**config.mk**
```make
export PLATFORM = sky130hd
export DESIGN_NAME = ysyx_25060170_mem_arb
export DESIGN_NICKNAME = d
export VERILOG_FILES = /design/src/rtl/ysyx_25060170_arb_pkg.sv /design/src/rtl/ysyx_25060170_arb_pick.sv /design/src/rtl/ysyx_25060170_mem_arb.sv
export SDC_FILE = /design/constraint.sdc
export NUM_CORES = 1
export LEC_CHECK = 0
export BUFFER_PORTS_ARGS = -buffer_cell sky130_fd_sc_hd__buf_2
export CELL_PAD_IN_SITES_DETAIL_PLACEMENT = 1
export CELL_PAD_IN_SITES_GLOBAL_PLACEMENT = 1
export CORE_AREA = 2 2 173 175
export CTS_CLUSTER_DIAMETER = 30
export DETAILED_ROUTE_END_ITERATION = 8
export DIE_AREA = 0 0 175 177
export PLACE_DENSITY_LB_ADDON = 0.1
export SLEW_MARGIN = 5
export SYNTH_ARGS = -nofsm -noshare
export SYNTH_HDL_FRONTEND = slang
export SYNTH_HIERARCHICAL = 1
export SYNTH_SLANG_ARGS = --single-unit
```
**constraint.sdc**
```tcl
create_clock -name clk_i -period 2.1 [get_ports clk_i]
set_clock_uncertainty 0.1 [all_clocks]
set_input_delay 0.21 -clock clk_i [delete_from_list [all_inputs] [get_ports clk_i]]
set_output_delay 0.21 -clock clk_i [all_outputs]
set_load 0.05 [all_outputs]
```
**src/rtl/ysyx_25060170_arb_pkg.sv**
```systemverilog
// Shared encodings and default widths for the IFU/LSU data-memory arbiter.
package ysyx_25060170_arb_pkg;

   localparam int unsigned ARB_ADDR_W = 32;
   localparam int unsigned ARB_DATA_W = 64;
   localparam int unsigned TMR_W      = 16;

   typedef enum logic [1:0] {
      ST_IDLE = 2'd0,
      ST_REQ  = 2'd1,
      ST_RESP = 2'd2
   } arb_state_e;

   typedef enum logic {
      OWN_IF = 1'b0,
      OWN_LS = 1'b1
   } arb_owner_e;

endpackage

```
**src/rtl/ysyx_25060170_arb_pick.sv**
```systemverilog
// Combinational winner selection between IF and LS requests.
// YSYX_25060170_ARB_RR_EN selects round-robin on ties; otherwise LS has fixed priority.
module ysyx_25060170_arb_pick
   import ysyx_25060170_arb_pkg::*;
(
   input  logic if_req_i,
   input  logic ls_req_i,
`ifdef YSYX_25060170_ARB_RR_EN
   input  logic last_i,
`endif
   output logic owner_o
);

   always_comb begin
      owner_o = OWN_IF;
`ifdef YSYX_25060170_ARB_RR_EN
      // On a tie, LS wins only if IF was served last.
      if (ls_req_i && (!if_req_i || (last_i == OWN_IF))) owner_o = OWN_LS;
`else
      if (ls_req_i) owner_o = OWN_LS;
`endif
   end

endmodule

```
**src/rtl/ysyx_25060170_mem_arb.sv**
```systemverilog
// Two-requester (IFU read-only, LSU read/write) arbiter for one data-memory port.
// One outstanding transaction; aborts on response timeout. Round-robin via YSYX_25060170_ARB_RR_EN.
module ysyx_25060170_mem_arb
   import ysyx_25060170_arb_pkg::*;
#(
   parameter int unsigned ADDR_W  = ARB_ADDR_W,
   parameter int unsigned DATA_W  = ARB_DATA_W,
   parameter int unsigned TIMEOUT = 255
) (
   input  logic                clk_i,
   input  logic                rst_i,

   input  logic                if_req_i,
   input  logic [ADDR_W-1:0]   if_addr_i,
   output logic                if_gnt_o,
   output logic                if_rvalid_o,
   output logic [DATA_W-1:0]   if_rdata_o,
   output logic                if_err_o,

   input  logic                ls_req_i,
   input  logic                ls_we_i,
   input  logic [ADDR_W-1:0]   ls_addr_i,
   input  logic [DATA_W-1:0]   ls_wdata_i,
   input  logic [DATA_W/8-1:0] ls_wmask_i,
   output logic                ls_gnt_o,
   output logic                ls_rvalid_o,
   output logic [DATA_W-1:0]   ls_rdata_o,
   output logic                ls_err_o,

   output logic                mem_req_o,
   output logic                mem_we_o,
   output logic [ADDR_W-1:0]   mem_addr_o,
   output logic [DATA_W-1:0]   mem_wdata_o,
   output logic [DATA_W/8-1:0] mem_wmask_o,
   input  logic                mem_gnt_i,
   input  logic                mem_rvalid_i,
   input  logic [DATA_W-1:0]   mem_rdata_i,

   output logic                busy_o
);

   localparam int unsigned      MASK_W   = DATA_W / 8;
   localparam logic [TMR_W-1:0] TMR_LAST = TMR_W'(TIMEOUT - 1);
   localparam logic [TMR_W-1:0] TMR_MAX  = '1;

   arb_state_e       state_q;
   logic             owner_q;
   logic             owner_d;
   logic [TMR_W-1:0] timer_q;

   logic             in_req;
   logic             in_resp;
   logic             own_ls;
   logic             hs;
   logic             done_ok;
   logic             done_err;
   logic             done;
   logic [DATA_W-1:0] rdata_route;

`ifdef YSYX_25060170_ARB_RR_EN
   logic             last_q;

   ysyx_25060170_arb_pick u_pick (
      .if_req_i (if_req_i),
      .ls_req_i (ls_req_i),
      .last_i   (last_q),
      .owner_o  (owner_d)
   );
`else
   ysyx_25060170_arb_pick u_pick (
      .if_req_i (if_req_i),
      .ls_req_i (ls_req_i),
      .owner_o  (owner_d)
   );
`endif

   // Handshake and completion qualifiers; a cycle with rst_i high never pulses.
   assign in_req   = (state_q == ST_REQ);
   assign in_resp  = (state_q == ST_RESP);
   assign own_ls   = (owner_q == OWN_LS);
   assign hs       = in_req && mem_gnt_i && !rst_i;
   assign done_ok  = in_resp && mem_rvalid_i && !rst_i;
   assign done_err = in_resp && !mem_rvalid_i && (timer_q == TMR_LAST) && !rst_i;
   assign done     = done_ok || done_err;

   always_ff @(posedge clk_i) begin
      if (rst_i) begin
         state_q <= ST_IDLE;
         owner_q <= OWN_IF;
         timer_q <= '0;
`ifdef YSYX_25060170_ARB_RR_EN
         last_q  <= OWN_IF;
`endif
      end else begin
         case (state_q)
            ST_IDLE: begin
               if (if_req_i || ls_req_i) begin
                  owner_q <= owner_d;
`ifdef YSYX_25060170_ARB_RR_EN
                  last_q  <= owner_d;
`endif
                  state_q <= ST_REQ;
               end
            end
            ST_REQ: begin
               if (mem_gnt_i) begin
                  timer_q <= '0;
                  state_q <= ST_RESP;
               end
            end
            ST_RESP: begin
               if (done) begin
                  state_q <= ST_IDLE;
               end else if (timer_q != TMR_MAX) begin
                  timer_q <= timer_q + TMR_W'(1);
               end
            end
            default: state_q <= ST_IDLE;
         endcase
      end
   end

   // Request payload comes straight from the owner's held inputs; IF never writes.
   assign mem_req_o   = in_req;
   assign mem_we_o    = in_req && own_ls && ls_we_i;
   assign mem_addr_o  = !in_req ? '0 : (own_ls ? ls_addr_i : if_addr_i);
   assign mem_wdata_o = (in_req && own_ls) ? ls_wdata_i : '0;
   assign mem_wmask_o = (in_req && own_ls) ? ls_wmask_i : MASK_W'(0);

   assign rdata_route = done_ok ? mem_rdata_i : '0;

   assign if_gnt_o    = hs && !own_ls;
   assign if_rvalid_o = done && !own_ls;
   assign if_err_o    = done_err && !own_ls;
   assign if_rdata_o  = own_ls ? '0 : rdata_route;

   assign ls_gnt_o    = hs && own_ls;
   assign ls_rvalid_o = done && own_ls;
   assign ls_err_o    = done_err && own_ls;
   assign ls_rdata_o  = own_ls ? rdata_route : '0;

   assign busy_o      = (state_q != ST_IDLE);

endmodule

```
Yosys cells after proc, flatten, opt, wreduce, memory -nomap -nowiden
Cells that the tools add are included.
{ "totals": {"reg_bits": 19, "input_bits": 207, "output_inout_bits": 241, "word_cells": 55} }
{ "op_classes": {"addsub": 1, "n_eq_ne": 9, "mux": 16, "n_reduce_logical": 26} }
{ "op_table": {"columns": ["cell", "count"], "rows": [
  ["2-to-1 mux 64 bit", 4],
  ["2-to-1 mux 32 bit", 2],
  ["2-to-1 mux 16 bit", 3],
  ["one-hot mux 16 bit (2 select lines)", 1],
  ["adder 16 x 1 -> 16 bit (second input constant)", 1],
  ["== test 16 x 8 -> 1 bit (second input constant)", 1],
  ["!= test 16 bit (second input constant)", 1],
  ["logical AND 1 bit", 15],
  ["2-to-1 mux 8 bit", 1],
  ["2-to-1 mux 2 bit", 3],
  ["!= test 2 bit (second input constant)", 3],
  ["one-hot mux 2 bit (3 select lines)", 1],
  ["!= test 2 x 1 -> 1 bit (second input constant)", 2],
  ["AND reduction 4 bit", 1],
  ["nonzero test 2 bit", 2],
  ["zero test 1 bit", 3],
  ["AND reduction 3 bit", 1],
  ["== test 2 x 1 -> 1 bit (second input constant)", 1],
  ["== test 2 bit (second input constant)", 1],
  ["zero test 2 bit", 1],
  ["logical OR 1 bit", 2],
  ["AND reduction 2 bit", 1],
  ["2-to-1 mux 1 bit", 1]
]} }

Logic depth before layout (Yosys ltp)
Gate-level depths: netlist of the first run.
{ "logic_depth": {"depth_word": 7, "ltp_mapped": 8} }

Hierarchy
The synthesis of the first run kept the hierarchy.
{ "by_module_without_submodules": {"columns": ["mod", "instances", "cells_each", "area_per_inst_um2", "seq_area_each_um2"], "rows": [
  ["ysyx_25060170_mem_arb", 1, 456, 3021.6, 380.4],
  ["ysyx_25060170_arb_pick", 1, 1, 7.5, 0.0]
]} }

Least setup slack after synthesis of the first run
Ideal clock, no wire load.
{ "synth_timing": {"kind": "reg-to-output", "startpoint": "reg state_q[1]", "endpoint": "out if_gnt_o", "t_arrival_ps": 2711, "slack_ps": -921, "stages_incl_launch_ff": 8, "path_buffers": 3, "cell_sequence": "dfxtp_1 -> nand2b_1 -> clkbuf_1 -> inv_1 -> clkbuf_1 -> clkbuf_1 -> nand2_1 -> nor3_1"} }
{ "synth_via": {"elab_chain_len": 4} }
{ "synth_lines": {"columns": ["item", "line_no", "rtl"], "rows": [
  ["start, declared", "ysyx_25060170_mem_arb.sv:46", "arb_state_e state_q;"],
  ["start signal, assigned", "ysyx_25060170_mem_arb.sv:88", "state_q <= ST_IDLE;"],
  ["start signal, assigned", "ysyx_25060170_mem_arb.sv:102", "state_q <= ST_REQ;"],
  ["start signal, assigned", "ysyx_25060170_mem_arb.sv:108", "state_q <= ST_RESP;"],
  ["== test 2 x 1 -> 1 bit", "ysyx_25060170_mem_arb.sv:78", "assign in_req = (state_q == ST_REQ);"],
  ["net mem_req_o", "ysyx_25060170_mem_arb.sv:30", "output logic mem_req_o,"],
  ["logical AND 1 bit (2 in series)", "ysyx_25060170_mem_arb.sv:81", "assign hs = in_req && mem_gnt_i && !rst_i;"],
  ["logical AND 1 bit", "ysyx_25060170_mem_arb.sv:132", "assign if_gnt_o = hs && !own_ls;"],
  ["end, declared", "ysyx_25060170_mem_arb.sv:15", "output logic if_gnt_o,"]
]} }
The timed path passes the listed nets, and every way through them passes these cells.

Worst setup path after layout of the first run
{ "layout_timing": {"startpoint": "reg timer_q[0]", "endpoint": "out if_rvalid_o"} }
{ "layout_via": {"elab_chain_len": 5} }
{ "layout_lines": {"columns": ["item", "line_no", "rtl"], "rows": [
  ["start, declared", "ysyx_25060170_mem_arb.sv:49", "logic [TMR_W-1:0] timer_q;"],
  ["start signal, assigned", "ysyx_25060170_mem_arb.sv:115", "timer_q <= timer_q + TMR_W'(1);"],
  ["== test 16 x 8 -> 1 bit", "ysyx_25060170_mem_arb.sv:83", "assign done_err = in_resp && !mem_rvalid_i && (timer_q == TMR_LAST) && !rst_i;"],
  ["logical AND 1 bit (2 in series)", "ysyx_25060170_mem_arb.sv:83", null],
  ["logical OR 1 bit", "ysyx_25060170_mem_arb.sv:84", "assign done = done_ok || done_err;"],
  ["logical AND 1 bit", "ysyx_25060170_mem_arb.sv:133", "assign if_rvalid_o = done && !own_ls;"],
  ["end, declared", "ysyx_25060170_mem_arb.sv:16", "output logic if_rvalid_o,"]
]} }
Every way passes these cells.

==> results of run 1 <==
-- registers in the layout, indices dropped and copies added (netlist names) --
signal and cells:
state_q 2, own_ls 1, timer_q 16
-- placed cells by master (no fill, tap or decap), types with 7 or more instances in the layout --
cell type,instances
and2_4,128
and3_1,76
buf_12,20
buf_16,14
buf_2,283
buf_4,74
buf_6,18
buf_8,126
dfxtp_1,12
mux2i_1,33
nand2_1,10
nand3_1,7
nor2_1,17
nor2_2,29
-- layout make-up --
cell class / instances / share of cell area
flip-flops and latches: 19 / 0.0440
inverters: 8 / 0.00363
well taps: 390 / 0.0545
clock buffers: 4 / 0.00880
diodes: 6 / 0.00168
repair buffers: 541 / 0.550
multi-input cells: 387 / 0.338
-- Yosys cell counts (2+ instances only) --
cell / n / share of area
a31oi_1: 5 / 0.010
nand4_1: 5 / 0.010
buf_4: 2 / 0.0050
and3_1: 77 / 0.16
clkbuf_1: 41 / 0.051
a311oi_1: 2 / 0.0058
nand3_1: 9 / 0.015
and2_1: 128 / 0.26
o41ai_1: 2 / 0.0058
mux2i_1: 33 / 0.11
nand2b_1: 3 / 0.0062
dfxtp_1: 19 / 0.13
nor3_1: 11 / 0.018
a21oi_1: 8 / 0.013
nor2_1: 46 / 0.057
nand2_1: 12 / 0.015
or4_1: 3 / 0.0074
nor4_1: 3 / 0.0062
or3_1: 4 / 0.0083
inv_1: 8 / 0.0099
o31ai_1: 7 / 0.017
o211ai_1: 3 / 0.0074
ha_1: 2 / 0.0083
o21ai_0: 3 / 0.0050
o21ai_1: 4 / 0.0066
-- stage by stage --
| step | TNS (ns) | hold slack [ns] | power (uW) | std cells |
|---|---|---|---|---|
| after detailed placement | -2.59 | 0.426 | 1490 | 1306 |
| final | -13.04 | 0.155 | 2060 | 1355 |
| after global placement | -1.92 | 0.427 | 1490 | 1306 |
| after floorplan | -0.238 | 0.288 | 1040 | 457 |
| after CTS | -18.96 | 0.168 | 2060 | 1349 |
| after global routing | -23.02 | 0.194 | 2160 | 1354 |
-- power groups by stage --
stage / sequential (uW) / combinational, uW / clock, uW
2_1_floorplan: 378 / 663 / 0
3_3_place_gp: 383 / 1100 / 0
3_5_place_dp: 383 / 1100 / 0
4_1_cts: 375 / 1250 / 442
5_1_grt: 376 / 1330 / 456
6_report: 375 / 1260 / 430
-- tightest hold or removal path, stage by stage --
cell and delay [ns]:
buf_2 0.09, mux2i_1 0.09, nor2_1 0.09
-- how the worst max path moves through the flow --
stage                startpoint           to  slack, ns
floorplan           timer_q[14]  if_rvalid_o      -0.14
global placement     timer_q[0]   timer_q[7]      -0.18
detailed placement   timer_q[0]   timer_q[7]      -0.22
CTS                  timer_q[0]  if_rvalid_o      -0.35
global route         timer_q[0]  if_rvalid_o      -0.41
finish               timer_q[0]  if_rvalid_o      -0.36
-- kinds of logic (layout without fill, tap and decap cells) --
logic type | count (synthesis) | count (layout) | share of synthesized area
other cells | 0 | 6 | 0
compound gates | 44 | 44 | 0.105
fa+ha+maj | 2 | 2 | 0.00826
flops | 19 | 19 | 0.126
simple gates | 308 | 308 | 0.587
buf+inv | 51 | 553 | 0.0657
mux | 33 | 33 | 0.109
-- timing repair --
action / 4_1_cts / 5_1_grt
gates cloned: 16 / 0
pin swaps: 126 / 17
buffers inserted: 26 / 4
resized for setup: 550 / 72
endpoints found under the hold margin: 0 / 0
endpoints found under the setup margin: 150 / 215
-- routing by layer --
layer	vias to the layer above	share of wire
li1	2591	-
met5	-	0
met4	0	0.027
met1	2542	0.36
met3	33	0.064
met2	296	0.55
==> run summary, run 1 <==
Outcome: complete, but fails checks
Failing checks: setup timing
Max-slew violation count: 0
RSZ-0062 raised after global routing: yes
Die width: 175 um
IO buf count: 447
Hold endpoint: own_ls
Synthesized flop and latch total: 19
Psw: 969 uW
HPWL Detailed: 20400 um
Met1 Use GR: 0.179
Slack of the critical path: -0.361 ns
Crit path time final: 2.46 ns
Layout Nets: 1169
Clock transition at path regs: 0.07 ns
DR vias: 5462
Critical path launch point type: register
Overall Global Routing Usage: 0.171
Leakage: 0.00458 uW
Worst Hold Class: in -> reg
Fillers: 3460
Total grt overflow: 0
Clock Power Share: 0.208
Switching portion of total power: 0.470
CP cell instances: inv_2 -> ha_4 -> or4b_4 -> o41a_1 -> buf_12 -> nor3_4 -> buf_6
Post-synth EDFFs: 0
Mapped Nets: 666
Cells after Synth: 457
Starting DRT DRC Count: 174
Post-DRT Antenna Nets: 0
# setup viols final: 103
Max-Cap Viols: 0
Initial antenna violation count: 9
Vias/cell: 4.03
Crit-path max cell delay: 0.47 ns
Final core area utilization: 0.306
R2R cell count: 9
Critical path class: reg -> out
R2r endpoint: timer_q[15]
H-tree levels: 1
Final Cell Area: 8960 sq um
Overall routed net length: 28700 um
Buf+Inv Stages, Crit Path: 3
Root Buffer: clkbuf_16
Placer Congestion: 0.745
GRT met3 Usage: 0.0341
R2R setup slack: -0.33 ns
Die Y-Extent: 177 um
Std-Cell Rows: 63
Core ar.: 29200 sq um
Worst slew pin tran: 0.430 ns
# hold bufs at CTS: 0
Final worst path period share: 1.17
P&R area growth vs syn: 196%
Unique cell type count in the Yosys netlist: 42
Drt pass-1 iters: 6
Busiest grt layer: met2
Wire per inst: 21.2 um
GR Layer Usage met2: 0.340
Maximum vdd ir drop: 232 uV
Ys async rst share: 0
Pwr Density: 230 nW/um^2
Max_slew headroom: 0.712
CTS tree: yes
Worst path top cell family by delay: simple AND/OR/NAND/NOR gates
Sequential Power Share: 0.182
Dpl cell area: 6500 sq um
Synth warn: 6
Combinational power share: 0.610
Num ports: 448
DR DRC count: 0
Vias in the first global route: 5911
Starting density of the core: 0.104
Pint: 1090 uW
Average cell area after synthesis: 6.63 sq um
Clk Latency, worst-skew pair: 0.26 ns
Clk buf depth: 2
Layout cell share with drive strength beyond 1: 0.770
Post-Place Setup Slack: -0.224 ns
Req. time, crit path: 1.79 ns
Synthesized area: 3030 sq um
Ys flop type: dfxtp_1
Area of the multi-input gates: 3030 sq um
CP Depth: 7
Maximum fanout along the worst path: 4
Register Area: 394 sq um
Worst EP arrival: 2.15 ns
Largest net degree at the start of global routing: 40
Die area: 31000 sq um
CTS Buf Count: 3
Hold wc startpoint: ls_req_i
Final hold vios: 0
Hold Path Depth: 3
Reg2reg start: timer_q[0]
TritonCTS Sinks: 19
Critical path capture point type: output port
First-pass GRT wire length: 39800 um
Max Freq: 406 MHz
Slowest-stage cell, CP: or4b_4
Seq/Total Area, Yosys: 0.126
Power figures use the tool's default switching activity.
==> inputs of run 2 (changes only) <==
Settings changed: PLACE_DENSITY set to 0.61, PLACE_DENSITY_LB_ADDON 0.1 to unset, SETUP_SLACK_MARGIN set to 0.4.
==> run 2 against run 1 <==
Cell count is 2.1% higher. The run still ends with setup timing left. Count of clock-buffer cells in the layout is 1 lower. Core utilization is 7.3 points higher. Largest power group unchanged. Clock power is 2% lower. Via count is 8.4% higher. Flip-flop and latch count stayed put. Register-to-register slack better by 0.06 ns. Critical path type unchanged.
==> run summary, run 2 (synthesis results as in run 1) <==
Std-Cell Rows: 63 (unchanged)
Buf+Inv Stages, Crit Path: 3 (unchanged)
Vias/cell: 4.28 (was 4.03)
# setup viols final: 154 (was 103)
Final hold vios: 0 (unchanged)
Failing checks: setup timing (unchanged)
Initial antenna violation count: 14 (was 9)
Leakage: 0.00494 uW (was 0.00458 uW)
Die Y-Extent: 177 um (unchanged)
First-pass GRT wire length: 41600 um (was 39800 um)
Maximum fanout along the worst path: 3 (was 4)
R2r endpoint: timer_q[4] (was timer_q[15])
Crit-path max cell delay: 0.46 ns (was 0.47 ns)
IO buf count: 447 (unchanged)
Clock Power Share: 0.155 (was 0.208)
CP cell instances: inv_2 -> ha_4 -> or4b_4 -> o41a_1 -> buf_6 -> nor3_4 -> buf_12 (was inv_2 -> ha_4 -> or4b_4 -> o41a_1 -> buf_12 -> nor3_4 -> buf_6)
Num ports: 448 (unchanged)
Root Buffer: clkbuf_16 (unchanged)
HPWL Detailed: 20000 um (was 20400 um)
Worst Hold Class: in -> reg (unchanged)
CTS tree: yes (unchanged)
Reg2reg start: timer_q[0] (unchanged)
Pwr Density: 244 nW/um^2 (was 230 nW/um^2)
DR vias: 5922 (was 5462)
CTS Buf Count: 3 (unchanged)
Starting density of the core: 0.104 (unchanged)
H-tree levels: 1 (unchanged)
Die width: 175 um (unchanged)
Maximum vdd ir drop: 238 uV (was 232 uV)
Worst EP arrival: 2.12 ns (was 2.15 ns)
Largest register FFs: 16 (unchanged)
Switching portion of total power: 0.440 (was 0.470)
TritonCTS Sinks: 19 (unchanged)
Met1 Use GR: 0.213 (was 0.179)
Non-Filler Instances: 1384 (was 1355)
Clk buf depth: 2 (unchanged)
Max_slew headroom: 0.498 (was 0.712)
Max-Cap Viols: 0 (unchanged)
Most frequent cells in the layout: buf_2 (213), buf_8 (212), and2_4 (128) (was buf_2 (283), and2_4 (128), buf_8 (126))
Busiest grt layer: met2 (unchanged)
Fillers: 3250 (was 3460)
Vias in the first global route: 6248 (was 5911)
Final setup TNS: -19.26 ns (was -13.04 ns)
Combinational power share: 0.705 (was 0.610)
R2R cell count: 10 (was 9)
Clock transition at path regs: 0.06 ns (was 0.07 ns)
Overall routed net length: 33200 um (was 28700 um)
Layout cell share with drive strength beyond 1: 0.880 (was 0.770)
Largest net degree at the start of global routing: 34 (was 40)
Placer Congestion: 0.842 (was 0.745)
Register Area: 394 sq um (unchanged)
GR Layer Usage met2: 0.321 (was 0.340)
Worst slew pin tran: 0.746 ns (was 0.430 ns)
Sequential Power Share: 0.140 (was 0.182)
Starting DRT DRC Count: 317 (was 174)
GRT met3 Usage: 0.0382 (was 0.0341)
DR DRC count: 0 (unchanged)
Critical path class: reg -> out (unchanged)
Final worst path period share: 1.16 (was 1.17)
Layout Nets: 1197 (was 1169)
Total grt overflow: 0 (unchanged)
Hold endpoint: own_ls (unchanged)
Critical path launch point type: register (unchanged)
Post-DRT Antenna Nets: 0 (unchanged)
Area of the multi-input gates: 3680 sq um (was 3030 sq um)
RSZ-0062 raised after global routing: yes (unchanged)
Hold Path Depth: 3 (unchanged)
Wire per inst: 24.0 um (was 21.2 um)
Overall Global Routing Usage: 0.177 (was 0.171)
Reg with most FFs: timer_q (unchanged)
P&R area growth vs syn: 266% (was 196%)
Outcome: complete, but fails checks (unchanged)
Max Freq: 412 MHz (was 406 MHz)
Commonest non-fill, non-tap cell in the layout: buf_2 (unchanged)
Clk Latency, worst-skew pair: 0.26 ns (about the same)
Hold wc startpoint: ls_req_i (unchanged)
Worst path top cell family by delay: simple AND/OR/NAND/NOR gates (unchanged)
Crit path time final: 2.43 ns (was 2.46 ns)
Drt pass-1 iters: 4 (was 6)
DP Cell Count: 1301 (was 1306)
Slack of the critical path: -0.326 ns (was -0.361 ns)
Die area: 31000 sq um (unchanged)
Critical path capture point type: output port (unchanged)
Pint: 1520 uW (was 1090 uW)
Psw: 1190 uW (was 969 uW)
Slowest-stage cell, CP: or4b_4 (unchanged)
Req. time, crit path: 1.79 ns (about the same)
Core ar.: 29200 sq um (unchanged)
R2R setup slack: -0.27 ns (was -0.33 ns)
Max-slew violation count: 0 (unchanged)
[run 2: layer usage]
metal | routed length (um) | share of wire
met5 | 24 | 0.00072
met4 | 784 | 0.024
met3 | 2230 | 0.067
met2 | 17400 | 0.52
met1 | 12800 | 0.38
[run 2: per-stage QoR]
stage / area [sq um] / hold slack [ns] / utilization / power [uW] / setup slack [ns]
CTS: 9940 / 0.131 / 0.340 / 2380 / -0.330
detailed placement: 7010 / 0.392 / 0.240 / 1620 / -0.179
finish: 11100 / 0.122 / 0.379 / 2710 / -0.326
floorplan: 3960 / 0.287 / - / 1180 / -0.139
global placement: 7010 / 0.384 / 0.240 / 1610 / -0.135
global route: 11100 / 0.169 / 0.379 / 2810 / -0.381
[run 2: layout make-up]
type	instances	share of cell area
inverters	8	0.00338
diodes	7	0.00158
flip-flops and latches	19	0.0355
clock buffers	3	0.00677
multi-input cells	387	0.332
clock inverters	1	0.000451
repair buffers	569	0.576
well taps	390	0.0440
[run 2: timing repair]
action | CTS | global route
setup endpoints to repair | 257 | 257
gates cloned | 19 | 8
buffers inserted | 40 | 5
hold buffers | 0 | 0
gates resized for setup | 561 | 311
pin swaps | 124 | 100
[run 2: power groups by stage]
| stage | Combinational (uW) | Clock, uW | Sequential (uW) |
|---|---|---|---|
| 3_3_place_gp | 1220 | 0 | 387 |
| 2_1_floorplan | 794 | 0 | 381 |
| 4_1_cts | 1580 | 419 | 381 |
| 6_report | 1910 | 420 | 380 |
| 5_1_grt | 1980 | 444 | 382 |
| 3_5_place_dp | 1230 | 0 | 387 |
[run 2: worst reg2reg max path, stage by stage (launching register included)]
cell and delay, ns:
dfxtp_2 0.32, inv_2 0.07, ha_4 0.11, or4b_4 0.46
o41a_1 0.42, buf_4 0.16, buf_8 0.14, a21oi_4 0.17
buf_6 0.15, o31ai_2 0.08, a21oi_1 0.12
[run 2: worst max path at each step]
| stage | start | cells past startpoint | to | slack [ns] |
|---|---|---|---|---|
| 3_3_place_gp | timer_q[14] | 6 | timer_q[7] | -0.14 |
| 6_report | timer_q[0] | 7 | if_rvalid_o | -0.33 |
| 5_1_grt | timer_q[0] | 7 | if_rvalid_o | -0.38 |
| 4_1_cts | timer_q[0] | 7 | if_rvalid_o | -0.33 |
| 2_1_floorplan | timer_q[14] | 4 | if_rvalid_o | -0.14 |
| 3_5_place_dp | timer_q[0] | 8 | timer_q[7] | -0.18 |
==> inputs of run 3 (changes only) <==
Settings changed: CELL_PAD_IN_SITES_DETAIL_PLACEMENT 1 to unset, CELL_PAD_IN_SITES_GLOBAL_PLACEMENT 1 to unset, CORE_AREA 2 2 173 175 to 2 2 175 177, DIE_AREA 0 0 175 177 to 0 0 177 179, MAX_ROUTING_LAYER set to met4, PLACE_DENSITY 0.61 to 0.41.
==> run 3 against run 2 <==
The run still ends with setup timing left. Combinational power increased by 9%. Power rose by 6.0%. Wire length shrank 10%. Hold slack worse by 0.0043 ns. Count of clock-buffer cells in the layout stayed put. Clock power decreased by 3%. Non-clock buffer count up 17. Sequential share of layout area decreased by 0.20 points. Via count shrank 2.2%. Highest routed layer is now met4. Global-route usage decreased by 0.78 points. Sequential power decreased by 2%. First-iteration DRC count is 23% lower.
==> run summary, run 3 (synthesis results as in run 1) <==
P&R area growth vs syn: 289% (was 266%)
Die width: 177 um (was 175 um)
Clk buf depth: 2 (unchanged)
Starting density of the core: 0.101 (was 0.104)
Max Freq: 412 MHz (about the same)
DR vias: 5791 (was 5922)
Hold Path Depth: 3 (unchanged)
HPWL Detailed: 19300 um (was 20000 um)
Slack of the critical path: -0.325 ns (was -0.326 ns)
Total grt overflow: 0 (unchanged)
Core ar.: 30000 sq um (was 29200 sq um)
Largest net degree at the start of global routing: 41 (was 34)
Final worst path period share: 1.15 (was 1.16)
Die area: 31700 sq um (was 31000 sq um)
Crit path from: timer_q[0] (unchanged)
Psw: 1210 uW (was 1190 uW)
CTS tree: yes (unchanged)
Most frequent cells in the layout: buf_8 (219), buf_2 (207), and2_4 (128) (was buf_2 (213), buf_8 (212), and2_4 (128))
Clk Latency, worst-skew pair: 0.26 ns (about the same)
Vias in the first global route: 5617 (was 6248)
Drt pass-1 iters: 4 (unchanged)
Post-DRT Antenna Nets: 0 (unchanged)
Sequential Power Share: 0.130 (was 0.140)
Pint: 1660 uW (was 1520 uW)
# hold bufs at CTS: 0 (unchanged)
Layout cell share with drive strength beyond 1: 0.878 (was 0.880)
Layout Nets: 1214 (was 1197)
Overall Global Routing Usage: 0.169 (was 0.177)
Hold endpoint: own_ls (unchanged)
DR DRC count: 0 (unchanged)
Leakage: 0.00516 uW (was 0.00494 uW)
Worst EP arrival: 2.11 ns (was 2.12 ns)
Commonest non-fill, non-tap cell in the layout: buf_8 (was buf_2)
Req. time, crit path: 1.79 ns (about the same)
Clock transition at path regs: 0.06 ns (about the same)
IO buf count: 447 (unchanged)
First-pass GRT wire length: 38400 um (was 41600 um)
Initial antenna violation count: 12 (was 14)
R2R setup slack: -0.26 ns (was -0.27 ns)
Switching portion of total power: 0.422 (was 0.440)
Max-Cap Viols: 0 (unchanged)
Max_slew headroom: 0.553 (was 0.498)
Die Y-Extent: 179 um (was 177 um)
Failing checks: setup timing (unchanged)
Starting DRT DRC Count: 244 (was 317)
RSZ-0062 raised after global routing: yes (unchanged)
Final hold vios: 0 (unchanged)
Hold wc startpoint: ls_req_i (unchanged)
Fin Hold WS: 0.118 ns (was 0.122 ns)
Non-Filler Instances: 1404 (was 1384)
Max-slew violation count: 0 (unchanged)
Reg with most FFs: timer_q (unchanged)
Reg2reg start: timer_q[0] (unchanged)
Worst slew pin tran: 0.665 ns (was 0.746 ns)
Combinational power share: 0.728 (was 0.705)
Final core area utilization: 0.392 (was 0.379)
Num ports: 448 (unchanged)
CTS Buf Count: 3 (unchanged)
Pwr Density: 244 nW/um^2 (about the same)
Crit path time final: 2.42 ns (was 2.43 ns)
Maximum vdd ir drop: 253 uV (was 238 uV)
Root Buffer: clkbuf_16 (unchanged)
Total power: 2870 uW (was 2710 uW)
R2R cell count: 9 (was 10)
R2r endpoint: timer_q[10] (was timer_q[4])
H-tree levels: 1 (unchanged)
TritonCTS Sinks: 19 (unchanged)
# setup viols final: 104 (was 154)
Post-Place Setup Slack: -0.269 ns (was -0.179 ns)
Wire per inst: 21.2 um (was 24.0 um)
Outcome: complete, but fails checks (unchanged)
Std-Cell Rows: 64 (was 63)
Critical path launch point type: register (unchanged)
Placer Congestion: 0.836 (was 0.842)
Critical path class: reg -> out (unchanged)
Largest register FFs: 16 (unchanged)
Vias/cell: 4.12 (was 4.28)
Maximum fanout along the worst path: 4 (was 3)
Overall routed net length: 29800 um (was 33200 um)
Critical path capture point type: output port (unchanged)
Worst Hold Class: in -> reg (unchanged)
Clock Power Share: 0.142 (was 0.155)
DP Cell Count: 1303 (was 1301)
==> run 3: final cells by class <==
cell class | count | area, sq um
Antenna cell | 4 | 10.0
Clock buffer | 3 | 75.1
Clock inverter | 1 | 5.00
Fill cell | 2808 | 18300
Inverter | 8 | 37.5
Multi-Input combinational cell | 387 | 3810
Sequential cell | 19 | 394
Tap cell | 396 | 495
Timing Repair Buffer | 586 | 6940
==> run 3: what timing repair did <==
action / 4_1_cts / 5_1_grt
cloned: 29 / 3
pin swaps: 140 / 105
setup endpoints to repair: 257 / 257
gates resized for setup: 668 / 238
setup buffers: 48 / 13
==> run 3: critical path, stage by stage (launching register included) <==
cell and delay [ns]:
dfxtp_2 0.32, inv_2 0.07, ha_4 0.13, or4b_4 0.47
o41a_1 0.46, nor3_4 0.23, buf_6 0.18
==> run 3: worst max-delay path by stage <==
stage,depth (start not counted),endpoint,slack (ns)
after CTS,6,if_err_o,-0.34
after global placement,8,timer_q[7],-0.25
final,6,ls_rvalid_o,-0.32
after global routing,6,if_rvalid_o,-0.38
after detailed placement,6,timer_q[7],-0.27
after floorplan,4,if_rvalid_o,-0.14
==> run 3: layer usage <==
metal  global-route usage  wire [um]  part of all wire  up-vias
met3               0.0441       2670             0.090       43
met1                0.198      11300              0.38     2736
met4               0.0379        875             0.029        0
li1                     -          -                 -     2697
met5                    -          0                 0        -
met2                0.290      15000              0.50      315
==> run 3: stage by stage <==
stage / setup TNS (ns) / area (sq um)
after floorplan: -0.232 / 3960
after global placement: -3.26 / 7080
after global routing: -17.26 / 11800
final: -7.57 / 11800
after detailed placement: -3.25 / 7080
after CTS: -9.09 / 10800
==> run 3: power by group through the flow <==
| stage | Sequential (uW) | Combinational, uW | Clock [uW] |
|---|---|---|---|
| 2_1_floorplan | 381 | 794 | 0 |
| 6_report | 374 | 2090 | 407 |
| 3_3_place_gp | 389 | 1210 | 0 |
| 3_5_place_dp | 389 | 1210 | 0 |
| 5_1_grt | 375 | 2170 | 436 |
| 4_1_cts | 375 | 1800 | 420 |
